### config.mk
export PLATFORM = sky130hd
export DESIGN_NAME = pipe_hazard_sched
export DESIGN_NICKNAME = d
export VERILOG_FILES = /design/src/rtl/pipe_hazard_sched.sv
export SDC_FILE = /design/constraint.sdc
export NUM_CORES = 1
export LEC_CHECK = 0
export ABC_AREA = 1
export CORE_MARGIN = 5
export CORE_UTILIZATION = 54
export DETAILED_ROUTE_END_ITERATION = 8
export PLACE_DENSITY = 0.86
export SKIP_CTS_REPAIR_TIMING = 1
export SYNTH_ARGS = -nofsm -noshare
export SYNTH_HDL_FRONTEND = slang
export SYNTH_SLANG_ARGS = --single-unit
### constraint.sdc
create_clock -name clk -period 5.8 [get_ports clk]
set_clock_uncertainty 0.2 [all_clocks]
set_input_delay 1.45 -clock clk [delete_from_list [all_inputs] [get_ports clk]]
set_output_delay 1.45 -clock clk [all_outputs]
set_load 0.1 [all_outputs]
### src/rtl/pipe_hazard_sched.sv
// Hazard scheduler for a 5-stage MIPS pipeline: one-cycle load-use stalls and
// a counted fetch block after branches/jumps, with saturating statistics.
module pipe_hazard_sched #(
  parameter int BR_BUBBLES = 3,
  parameter int CNT_W      = 16
) (
  input  logic             clk,
  input  logic             reset,
  input  logic             freeze,
  input  logic [5:0]       op_d,
  input  logic [4:0]       rs_d,
  input  logic [4:0]       rt_d,
  input  logic             ex_memread,
  input  logic [4:0]       ex_rt,
  output logic             pc_we,
  output logic             if_id_we,
  output logic             if_id_flush,
  output logic             id_ex_flush,
  output logic             stall_data_n,
  output logic             stall_ctrl_n,
  output logic             busy,
  output logic [CNT_W-1:0] data_stalls,
  output logic [CNT_W-1:0] ctrl_bubbles
);

  typedef enum logic [1:0] {
    RUN       = 2'd0,
    LU_STALL  = 2'd1,
    CTRL_WAIT = 2'd2
  } state_t;

  // The branch cycle itself is the first bubble, CTRL_WAIT supplies the rest.
  localparam logic [2:0] CNT_INIT = 3'((BR_BUBBLES > 1) ? (BR_BUBBLES - 2) : 0);

  state_t           r_state, w_state_nxt;
  logic [2:0]       r_cnt, w_cnt_nxt;
  logic [CNT_W-1:0] r_data_stalls, r_ctrl_bubbles;
  logic             w_inc_data, w_inc_ctrl;
  logic             w_br_d, w_uses_rt, w_lu_hz;

  assign w_br_d    = (op_d == 6'b000100) || (op_d == 6'b000101) ||
                     (op_d == 6'b000010) || (op_d == 6'b000011);
  assign w_uses_rt = (op_d == 6'b000000) || (op_d == 6'b000100) ||
                     (op_d == 6'b000101) || (op_d == 6'b101011);
  assign w_lu_hz   = ex_memread && (ex_rt != 5'd0) &&
                     ((ex_rt == rs_d) || (w_uses_rt && (ex_rt == rt_d)));

  // State register: state, bubble counter and statistics.
  // NOTE: sequential state uses non-blocking assignments so every flop samples
  // pre-edge values regardless of statement order.
  always_ff @(posedge clk or negedge reset) begin
    if (!reset) begin
      r_state        <= RUN;
      r_cnt          <= 3'd0;
      r_data_stalls  <= '0;
      r_ctrl_bubbles <= '0;
    end else begin
      r_state <= w_state_nxt;
      r_cnt   <= w_cnt_nxt;
      if (w_inc_data && (r_data_stalls != '1))
        r_data_stalls <= r_data_stalls + 1'b1;
      if (w_inc_ctrl && (r_ctrl_bubbles != '1))
        r_ctrl_bubbles <= r_ctrl_bubbles + 1'b1;
    end
  end

  // Next-state logic; LU_STALL re-evaluates hazards exactly like RUN.
  // NOTE: every variable gets a default first so no path infers a latch.
  always_comb begin
    w_state_nxt = r_state;
    w_cnt_nxt   = r_cnt;
    w_inc_data  = 1'b0;
    w_inc_ctrl  = 1'b0;
    if (!freeze) begin
      case (r_state)
        RUN, LU_STALL: begin
          if (w_lu_hz) begin
            w_state_nxt = LU_STALL;
            w_inc_data  = 1'b1;
          end else if (w_br_d) begin
            w_inc_ctrl = 1'b1;
            if (BR_BUBBLES == 1) begin
              w_state_nxt = RUN;
            end else begin
              w_state_nxt = CTRL_WAIT;
              w_cnt_nxt   = CNT_INIT;
            end
          end else begin
            w_state_nxt = RUN;
          end
        end
        CTRL_WAIT: begin
          w_inc_ctrl = 1'b1;
          if (r_cnt != 3'd0) w_cnt_nxt = r_cnt - 3'd1;
          else               w_state_nxt = RUN;
        end
        default: w_state_nxt = RUN;
      endcase
    end
  end

  // Output logic. Reset gates the decode so a held reset forces safe enables
  // even while hazard-looking inputs are present.
  always_comb begin
    pc_we        = 1'b1;
    if_id_we     = 1'b1;
    if_id_flush  = 1'b0;
    id_ex_flush  = 1'b0;
    stall_data_n = 1'b1;
    stall_ctrl_n = 1'b1;
    if (!reset) begin
      pc_we = 1'b1;
    end else if (freeze) begin
      pc_we    = 1'b0;
      if_id_we = 1'b0;
    end else begin
      case (r_state)
        RUN, LU_STALL: begin
          if (w_lu_hz) begin
            pc_we        = 1'b0;
            if_id_we     = 1'b0;
            id_ex_flush  = 1'b1;
            stall_data_n = 1'b0;
          end else if (w_br_d) begin
            pc_we        = (BR_BUBBLES == 1);
            if_id_flush  = 1'b1;
            stall_ctrl_n = 1'b0;
          end
        end
        CTRL_WAIT: begin
          pc_we        = (r_cnt == 3'd0);
          if_id_flush  = 1'b1;
          stall_ctrl_n = 1'b0;
        end
        default: pc_we = 1'b1;
      endcase
    end
  end

  assign busy         = (r_state != RUN);
  assign data_stalls  = r_data_stalls;
  assign ctrl_bubbles = r_ctrl_bubbles;

endmodule

[After elaboration in Yosys (flattened, before gate mapping)]
Index checks and enable logic that the tools add are counted.
Operators by class
  reduce and logical (&&, ||, !) cells: 22
  equal/unequal tests: 15
  add/sub/neg operators: 3
  multiplexer cells: 32
  bitwise logic cells: 1
Operators with widths (number)
  $add A16 B1 Y16 const B: 2
  $ne A16 B16 Y1 const B: 2
  $mux W1: 21
  $eq A6 B2 Y1 const B: 2
  $eq A6 B3 Y1 const B: 2
  $eq A5 B5 Y1: 2
  $mux W3: 3
  $ne A2 B2 Y1 const B: 4
  $logic_or A1 B1 Y1: 7
  $eq A6 B6 Y1 const B: 1
  $logic_not A6 Y1: 1
  $mux W2: 3
  $pmux W1 S2: 3
  $pmux W3 S2: 1
  $logic_and A1 B1 Y1: 5
  $reduce_and A5 Y1: 1
  $reduce_bool A5 Y1: 1
  $pmux W2 S2: 1
  $reduce_bool A2 Y1: 2
  $logic_not A3 Y1: 1
  $reduce_bool A3 Y1: 1
  $sub A3 B1 Y3 const B: 1
  $eq A2 B1 Y1 const B: 1
  $eq A2 B2 Y1 const B: 1
  other kinds (4): 4
Word-level totals
  flip-flop bits (word level): 37
  output and inout port bits: 39
  word-level logic and storage cells: 77

[Depth between registers and ports, before layout]
Gate-level depths: netlist of run 1.
  depth in word-level cells: 11
  mapped depth: 13

[Least setup slack after synthesis of run 1]
Ideal clock, no wire load.
  path type: input -> output
  start point: input port op_d[5]
  end point: output port if_id_flush
  buffers on the path: 0
  data arrival time: 3.805 ns
  stages: 7
  setup slack: 0.345 ns
  cells stage by stage: nor2_2 inv_2 o31ai_4 nand2_1 nand2_2 nand3_1 inv_1
On the way
  longest elaborated chain between the ends: 11
RTL lines
  start, declared: line 10  | input logic [5:0] op_d,
  $eq A6 B3 Y1 or $logic_not A6 Y1 (tied branches): line 41, 43
  $logic_or A1 B1 Y1 (2 in series): line 43  | assign w_uses_rt = (op_d == 6'b000000) || (op_d == 6'b000100) ||
  $logic_or A1 B1 Y1: line 44  | (op_d == 6'b000101) || (op_d == 6'b101011);
  $logic_and A1 B1 Y1: line 46  | ((ex_rt == rs_d) || (w_uses_rt && (ex_rt == rt_d)));
  $logic_or A1 B1 Y1: line 46
  $logic_and A1 B1 Y1: line 45  | assign w_lu_hz = ex_memread && (ex_rt != 5'd0) &&
  $mux W1 (*): line 119  | if (w_lu_hz) begin
  $pmux W1 S2 (*): line 117  | case (r_state)
  $mux W1 (*): line 113  | end else if (freeze) begin
  $mux W1 (*): line 111  | if (!reset) begin
  end, declared: line 17  | output logic if_id_flush,
Every way passes the cells marked *; elsewhere a longest branch is shown, timed or not.

[Worst setup path after layout of run 1]
  start point: input port ex_rt[1]
  end point: output port id_ex_flush
On the way
  longest elaborated chain between the ends: 8
RTL lines
  start, declared: line 14  | input logic [4:0] ex_rt,
  $eq A5 B5 Y1: line 46
  $logic_and A1 B1 Y1: line 46
  $logic_or A1 B1 Y1: line 46
  $logic_and A1 B1 Y1 (*): line 45
  $mux W1 (*): line 119
  $mux W1 (*): line 117
  $mux W1 (*): line 113
  $mux W1 (*): line 111
  end, declared: line 18  | output logic id_ex_flush,
Marked as above.

==> results of run 1 <==
-- routing by layer --
layer | wire length, um | share of wire [%] | vias to the layer above | global-route usage [%]
li1 | - | - | 1279 | -
met1 | 2690 | 41 | 1169 | 26.8
met2 | 3370 | 51 | 78 | 39.7
met3 | 325 | 5.0 | 20 | 4.18
met4 | 156 | 2.4 | 0 | 8.78
met5 | 0 | 0 | - | 0
-- cell type report --
| cell class | instances | area (sq um) |
|---|---|---|
| fillers | 376 | 1300 |
| well taps | 67 | 83.8 |
| multi-input cells | 273 | 1470 |
| repair buffers | 64 | 631 |
| clock buffers | 6 | 72.6 |
| inverters | 53 | 199 |
| flip-flops and latches | 37 | 926 |
| clock inverters | 2 | 38.8 |
-- registers in the layout, summed over array words and instances, names as in the netlist --
signal and flops:
data_stalls 16, r_state 2, r_cnt 3, ctrl_bubbles 16
-- power breakdown --
| group | switching (mW) | internal [mW] | total, mW |
|---|---|---|---|
| Combinational | 0.178 | 0.0726 | 0.250 |
| Clock | 0.0981 | 0.129 | 0.227 |
| Sequential | 0.0284 | 0.278 | 0.306 |
-- critical path: stages --
cell and delay (ns):
clkdlybuf4s50_1 0.47, or2_0 0.24, a21oi_1 0.13, nand3_1 0.10, nand2_2 0.12, nand2_1 0.10, nor2_1 0.20, nand2_1 0.11
inv_1 0.13, buf_12 0.18
-- cell families after synthesis --
family,after synthesis
AND/OR/NAND/NOR,226
flip-flops,37
XOR/XNOR,34
AO/OA/AOI/OAI,9
adder cells (fa/ha/maj),4
buffers and inverters,57
-- cells in the final DEF (no fill, tap or decap), types with 6 or more instances in the layout --
master           count
dfrtp_1             37
nor2_1              28
nand4_1              6
xnor2_1              9
nand3_1             33
nor3_1              10
nand2_1            123
clkdlybuf4s50_1     56
inv_1               51
buf_4                6
xor2_1              25
-- per-stage QoR --
| stage | setup slack (ns) | util [%] | cell area (sq um) | total power [mW] | hold WS [ns] |
|---|---|---|---|---|---|
| global route | 0.755 | 72.5 | 3420 | 0.822 | 0.332 |
| detailed placement | 0.883 | 70.1 | 3310 | 0.562 | 0.263 |
| floorplan | 0.345 | - | 2640 | 0.484 | 0.242 |
| global placement | 0.952 | 70.1 | 3310 | 0.554 | 0.255 |
| finish | 0.912 | 72.5 | 3420 | 0.784 | 0.278 |
| CTS | 0.886 | 72.5 | 3420 | 0.788 | 0.280 |
-- how the worst min path moves through the flow --
stage | end | slack (ns) | depth (start not counted)
floorplan | r_cnt[1] | 0.24 | 2
global placement | r_cnt[1] | 0.25 | 2
detailed placement | r_cnt[1] | 0.26 | 2
CTS | r_cnt[1] | 0.28 | 2
global route | r_cnt[1] | 0.33 | 2
finish | r_cnt[1] | 0.28 | 2
==> results_dict.tcl, run 1 <==
set metrics [dict create \
    vias_per_cell 5.07 \
    timing.critical_path.fanout_max 4 \
    postSynthAreaPerCell_sq_um 7.19 \
    worst_ir_drop_vdd_mv 0.259 \
    wire_length_of_the_first_global_routing_pass_mm 11.3 \
    post-synth-top-count-cell "nand2_1" \
    timing.setup.tns_ns 0 \
    via_count_of_the_first_global_routing_pass 2582 \
    yosys_warnings 0 \
    synth.mux.area_fraction_pct 0 \
    post-place-cells 494 \
    chipHeight_um 79.9 \
    timing.critical_path.required_ns 4.15 \
    synth_area_in_xor_xnor_pct 11.3 \
    num_rows 25 \
    die_w_um 79.9 \
    total_number_of_vias 2546 \
    timing.fmax_ghz 0.205 \
    synthSimpleGateAreaFrac_pct 40.3 \
    ctsRootBufferMaster "clkbuf_8" \
    tritoncts.num_buffers 5 \
    detail_route.drc_violations 0 \
    number_of_antenna_violations_at_the_first_check_in_global_routing 0 \
    synth_top_area_share_pct 35.1 \
    synth_sequential_area_ratio_pct 35.1 \
    startpoint "ex_rt[1]" \
    netlist_top_cells_count "nand2_1 (123), inv_1 (51), dfrtp_1 (37)" \
    main_combinational_cell_family_by_area_after_synthesis "simple AND/OR/NAND/NOR gates" \
    post_synth_main_area_contributors "dfrtp_1 (35%), nand2_1 (17%), xor2_1 (8.3%), inv_1 (7.3%), nand3_1 (6.3%)" \
    pin_count 64 \
    yosysUniqueCellTypes 31 \
    maxCapViolations 0 \
    num_antenna_cells 0 \
    core-area_sq_um 4720 \
    clkTransAtPathRegs_ns 0.08 \
    edff_count_synth 0 \
    postSynth.topFlopCell "dfrtp_1" \
    synthDominantAreaCellType "dfrtp_1" \
    detailedPlacementHpwl_mm 4.99 \
    timing.hold.worst.start "r_cnt[1]" \
    synth_area_in_compound_gates_pct 2.32 \
    number_of_synthesized_register_bits 37 \
    reg2reg_path_depth 7 \
    tightestPinTransition_ns 0.984 \
    tritoncts "done" \
    grt_start_max_net_pins 30 \
    cts_h_tree_depth 2 \
    clock_sinks 37 \
    start_kind "input pin" \
    cp-end-kind "primary output" \
    pwr_density_cell_nw_per_um2 229 \
    final_min_period_over_clock_period_pct 84.3 \
    grt_setup_unrepaired "false" \
    cts_max_path_buffers 2 \
    post_drt_wl_per_cell_um 13.0 \
    cp-endpoint "id_ex_flush" \
    min_period_ns 4.89 \
    instances_no_fill 502 \
    totalWireLength_mm 6.55 \
    ys_async_sr_fraction_pct 100 \
    drive_gt1_share_pct 8.28 \
    area.growth.synth_to_final_pct 29.7 \
    hold_path.class "flip-flop to flip-flop" \
    timing.reg2reg.setup_slack_ns 3.60 \
    static-leakage-power_nw 1.57 \
    adder_and_majority_cell_fraction_of_the_synthesized_area_pct 1.90 \
    worst-setup-path-type "input pin to primary output" \
    clk_latency_ns 0.30 \
    globalplace.congestion 0.906 \
    dieArea_sq_um 6380 \
    track_usage_pct 22.5 \
    synthesized_net_count 396 \
    critical_path.reg2reg.startpoint "data_stalls[0]" \
    initialDrtViolationCount 137 \
    io_buffers 63 \
    ant_nets 0 \
    report.final.slew_viol_count 0 \
    synth_cells 367 \
    synthesis.area_sq_um 2640 \
    status "finished, final reports clean" \
    maxSlewHeadroom_pct 34.2 \
    detail_route.first_pass.iterations 7 \
    reg2reg_to "data_stalls[3]" \
    initial_utilization_pct 55.9 \
    cp.arrival_ns 3.24 \
    grt.overflow.total 0 \
    final-hold-violation-count 0 \
    finalSetupViolations 0 \
    layout.nets 463 \
]
Power figures use the tool's default switching activity.
==> run 2, diff against run 1 <==
--- a/config.mk
+++ b/config.mk
@@ -7,9 +7,9 @@
 export LEC_CHECK = 0
 export ABC_AREA = 1
 export CORE_MARGIN = 5
-export CORE_UTILIZATION = 54
+export CORE_UTILIZATION = 50
 export DETAILED_ROUTE_END_ITERATION = 8
-export PLACE_DENSITY = 0.86
+export PLACE_DENSITY = 0.81
 export SKIP_CTS_REPAIR_TIMING = 1
 export SYNTH_ARGS = -nofsm -noshare
 export SYNTH_HDL_FRONTEND = slang
==> constraint.sdc (replaced) <==
create_clock -name clk -period 4.95 [get_ports clk]
set_clock_uncertainty 0.2 [all_clocks]
set_input_delay 1.2375 -clock clk [delete_from_list [all_inputs] [get_ports clk]]
set_output_delay 1.2375 -clock clk [all_outputs]
set_load 0.1 [all_outputs]
==> results_dict.tcl, run 2 (synthesized netlist as in run 1, its figures left out) <==
set metrics [dict create \
    tightestPinTransition_ns 0.982 \
    grt_setup_unrepaired "false" \
    mostFrequentLayoutCell "nand2_1" \
    tritoncts "done" \
    drive_gt1_share_pct 8.97 \
    core-area_sq_um 5110 \
    timing.critical_path.fanout_max 4 \
    io_buffers 63 \
    globalplace.congestion 0.897 \
    vias_per_cell 5.04 \
    number_of_antenna_violations_at_the_first_check_in_global_routing 0 \
    pin_count 64 \
    worst-path-buf-inv 3 \
    cp.arrival_ns 3.11 \
    cp-end-kind "primary output" \
    report.final.slew_viol_count 0 \
    critical_path.top_delay_family "simple AND/OR/NAND/NOR gates" \
    pwr_density_cell_nw_per_um2 249 \
    total_number_of_vias 2546 \
    grt-busiest-layer "met2" \
    cts_h_tree_depth 2 \
    ant_nets 0 \
    via_count_of_the_first_global_routing_pass 2466 \
    timing.fmax_ghz 0.220 \
    die_w_um 82.6 \
    grt_use_met1_pct 22.8 \
    min_period_ns 4.54 \
    fillers 419 \
    clkTransAtPathRegs_ns 0.07 \
    register_area_sq_um 926 \
    ctsRootBufferMaster "clkbuf_8" \
    maxCapViolations 0 \
    initial_utilization_pct 51.7 \
    worst_ir_drop_vdd_mv 0.278 \
    critPathMostFrequentCell "nand2_1" \
    static-leakage-power_nw 1.57 \
    dp_slack_ns 0.402 \
    globalRouteMet2Util_pct 35.6 \
    final_min_period_over_clock_period_pct 91.8 \
    timing.setup.tns_ns 0 \
    num_antenna_cells 0 \
    fin_ws_ns 0.406 \
    worst-setup-path-type "input pin to primary output" \
    num_rows 26 \
    layout.nets 463 \
    grt.overflow.total 0 \
    status "finished, final reports clean" \
    timing.critical_path.required_ns 3.51 \
    tritoncts.num_buffers 5 \
    wire_length_of_the_first_global_routing_pass_mm 10.5 \
    hold_path.class "flip-flop to flip-flop" \
    multiInputGateArea_sq_um 1480 \
    post_drt_wl_per_cell_um 12.5 \
    cts_max_path_buffers 2 \
    totalWireLength_mm 6.31 \
    detail_route.drc_violations 0 \
    final-hold-violation-count 0 \
    met3_layer_usage_reported_by_global_route_pct 3.90 \
    clock_sinks 37 \
    start_kind "input pin" \
    finalSetupViolations 0 \
    grt_start_max_net_pins 33 \
    detail_route.first_pass.iterations 4 \
    detailedPlacementHpwl_mm 4.93 \
    worst_path_max_delay_cell "clkdlybuf4s50_1" \
    critical_path.cell_chain "clkdlybuf4s50_1 -> or2_0 -> a21oi_1 -> nand3_1 -> nand2_2 -> nand2_1 -> nor2_1 -> nand2_1 -> inv_1 -> buf_12" \
    area.growth.synth_to_final_pct 31.6 \
    initialDrtViolationCount 109 \
    chipHeight_um 82.6 \
    maxSlewHeadroom_pct 34.4 \
    clk_latency_ns 0.30 \
    track_usage_pct 20.0 \
    dieArea_sq_um 6830 \
    final_cell_mix "nand2_1 (123), clkdlybuf4s50_1 (56), inv_1 (50)" \
    crit_path_max_incr_delay_ns 0.48 \
]
run 2: layer usage:
layer | share of wire, % | vias to the layer above
li1 | - | 1285
met1 | 42 | 1183
met2 | 50 | 60
met3 | 4.9 | 18
met4 | 2.8 | 0
met5 | 0 | -
run 2: area by class of cell:
type,count,area share [%]
flip-flops and latches,37,26.7
clock buffers,5,1.98
clock inverters,3,0.504
repair buffers,64,20.0
well taps,70,2.52
multi-input cells,273,42.5
inverters,53,5.84
run 2: where the power goes:
part	switching (mW)	internal, mW
Clock	0.115	0.0972
Combinational	0.207	0.0887
Sequential	0.0318	0.326
Total	0.354	0.511
run 2: through the flow:
stage	cells	area (sq um)	hold WS (ns)	util, %	total power, mW
after floorplan	367	2650	0.242	-	0.568
after global placement	497	3390	0.255	66.3	0.654
after detailed placement	497	3390	0.268	66.3	0.660
after CTS	505	3470	0.286	68.0	0.873
after global routing	505	3470	0.323	68.0	0.907
final	505	3470	0.282	68.0	0.866
run 2: worst register-to-register path, stage by stage, from the launching register on:
cell,delay [ns]
dfrtp_1,0.46
ha_1,0.28
nand3_2,0.13
nor3_2,0.23
nand4_1,0.19
nor2_4,0.18
inv_2,0.07
nand4_4,0.20
nand2_1,0.09
nand2_1,0.07
run 2: path summary, 6_finish.rpt:
path	start	end	slack, ns	cells after the start
max	ex_rt[1]	id_ex_flush	0.41	10
min in group asynchronous	reset	r_cnt[1]	0.60	1
min	r_cnt[1]	r_cnt[1]	0.28	2
max reg2reg	ctrl_bubbles[0]	ctrl_bubbles[1]	2.79	9
min reg2reg	r_cnt[1]	r_cnt[1]	0.28	2
max in group asynchronous	reset	ctrl_bubbles[4]	3.27	2
==> run 3, diff against run 2 <==
==> constraint.sdc (replaced) <==
create_clock -name clk -period 4.95 [get_ports clk]
set_clock_uncertainty 0.2 [all_clocks]
set_input_delay 1.2375 -clock clk [delete_from_list [all_inputs] [get_ports clk]]
set_output_delay 1.2375 -clock clk [all_outputs]
set_load 0.02 [all_outputs]
==> results_dict.tcl, run 3 (synthesized netlist as in run 1, its figures left out) <==
set metrics [dict create \
    area.growth.synth_to_final_pct 29.7 \
    timing.critical_path.fanout_max 6 \
    final_min_period_over_clock_period_pct 95.9 \
    detail_route.first_pass.iterations 4 \
    clkTransAtPathRegs_ns 0.07 \
    worst_hold_path.endpoint "r_cnt[1]" \
    initial_utilization_pct 51.7 \
    worst_ir_drop_vdd_mv 0.239 \
    static-leakage-power_nw 1.58 \
    min_period_ns 4.75 \
    tritoncts.num_buffers 5 \
    grt.overflow.total 0 \
    die_w_um 82.6 \
    final_cell_mix "nand2_1 (123), clkdlybuf4s50_1 (61), inv_1 (51)" \
    clk_latency_ns 0.30 \
    status "finished, final reports clean" \
    cp-end-kind "primary output" \
    core-area_sq_um 5110 \
    num_antenna_cells 0 \
    detail_route.drc_violations 0 \
    maxSlewHeadroom_pct 66.7 \
    totalWireLength_mm 6.43 \
    grt_start_max_net_pins 16 \
    mostFrequentLayoutCell "nand2_1" \
    ant_nets 0 \
    number_of_antenna_violations_at_the_first_check_in_global_routing 0 \
    timing.critical_path.required_ns 3.51 \
    timing.hold.worst.start "r_cnt[1]" \
    tritoncts "done" \
    tightestPinTransition_ns 0.495 \
    worst_hold_path.num_cells 2 \
    chipHeight_um 82.6 \
    post-place-cells 499 \
    timing.reg2reg.setup_slack_ns 2.80 \
    instances_no_fill 506 \
    vias_per_cell 5.08 \
    via_count_of_the_first_global_routing_pass 2432 \
    layout.nets 465 \
    dieArea_sq_um 6830 \
    post_drt_wl_per_cell_um 12.7 \
    grt_setup_unrepaired "false" \
    drive_gt1_share_pct 7.11 \
    track_usage_pct 20.7 \
    power_mw 0.762 \
    dp_slack_ns 0.0963 \
    cp.arrival_ns 3.31 \
    total_number_of_vias 2569 \
    pin_count 64 \
    wire_length_of_the_first_global_routing_pass_mm 10.9 \
    clock_sinks 37 \
    cts_max_path_buffers 2 \
    globalplace.congestion 0.925 \
    timing.setup.tns_ns 0 \
    hold_path.class "flip-flop to flip-flop" \
    initialDrtViolationCount 117 \
    start_kind "input pin" \
    fin_util_pct 67.0 \
    final-hold-violation-count 0 \
    reg2reg_path_depth 7 \
    finalSetupViolations 0 \
    num_rows 26 \
    reg2reg_to "data_stalls[3]" \
    detailedPlacementHpwl_mm 5.10 \
    pwr_density_cell_nw_per_um2 223 \
    worst-setup-path-type "input pin to primary output" \
    critical_path.reg2reg.startpoint "data_stalls[0]" \
    io_buffers 63 \
    timing.fmax_ghz 0.211 \
    cts_h_tree_depth 2 \
    report.final.slew_viol_count 0 \
    maxCapViolations 0 \
    fin_ws_ns 0.202 \
    ctsRootBufferMaster "clkbuf_8" \
]
run 3: cell count changes in the layout (fill, tap and decap cells not counted), sizes merged:
| cell | previous run | this run |
|---|---|---|
| clkinvlp | 2 | 0 |
| clkdlybuf4s50 | 56 | 61 |
| inv | 52 | 53 |
| clkinv | 2 | 0 |
| clkbuf | 5 | 7 |
| buf | 8 | 4 |
| dlymetal6s2s | 0 | 1 |
run 3: final cells by class:
cell class / count / area, sq um
Sequential cell: 37 / 926
Clock buffer: 7 / 86.3
Tap cell: 70 / 87.6
Timing Repair Buffer: 66 / 651
Multi-Input combinational cell: 273 / 1470
Inverter: 53 / 199
Fill cell: 459 / 1690
run 3: worst max path at each step:
| stage | startpoint | endpoint | cells past startpoint | slack (ns) |
|---|---|---|---|---|
| after floorplan | ex_rt[1] | id_ex_flush | 8 | 1.11 |
| after global placement | ex_rt[1] | id_ex_flush | 10 | 0.22 |
| after detailed placement | ex_rt[4] | id_ex_flush | 11 | 0.1 |
| after CTS | ex_rt[4] | id_ex_flush | 11 | 0.09 |
| after global routing | ex_rt[4] | stall_ctrl_n | 11 | 0.02 |
| final | ex_rt[4] | stall_ctrl_n | 11 | 0.20 |
run 3: through the flow:
step | hold WS [ns] | cell area (sq um)
2_1_floorplan | 0.242 | 2640
3_3_place_gp | 0.255 | 3330
3_5_place_dp | 0.278 | 3330
4_1_cts | 0.293 | 3420
5_1_grt | 0.325 | 3420
6_report | 0.296 | 3420
run 3: metal layers:
layer / up-vias / track usage [%] / wire [um]
met5: - / 0 / 0
met2: 78 / 37.1 / 3340
li1: 1286 / - / -
met4: 0 / 6.86 / 102
met1: 1190 / 23.3 / 2640
met3: 15 / 6.18 / 349
run 3: worst max-delay path, stage by stage:
cell             delay (ns)
clkdlybuf4s50_1        0.55
xnor2_1                0.15
nand2_1                0.08
nor2_1                 0.10
nand3_1                0.09
nand2_2                0.12
nand3_4                0.12
nand2_1                0.10
inv_1                  0.05
nand3_1                0.08
clkdlybuf4s50_1        0.61
run 3: power by group:
group / internal (mW) / switching (mW)
sequential: 0.326 / 0.0312
clock: 0.111 / 0.109
combinational: 0.0863 / 0.0989
total: 0.523 / 0.239
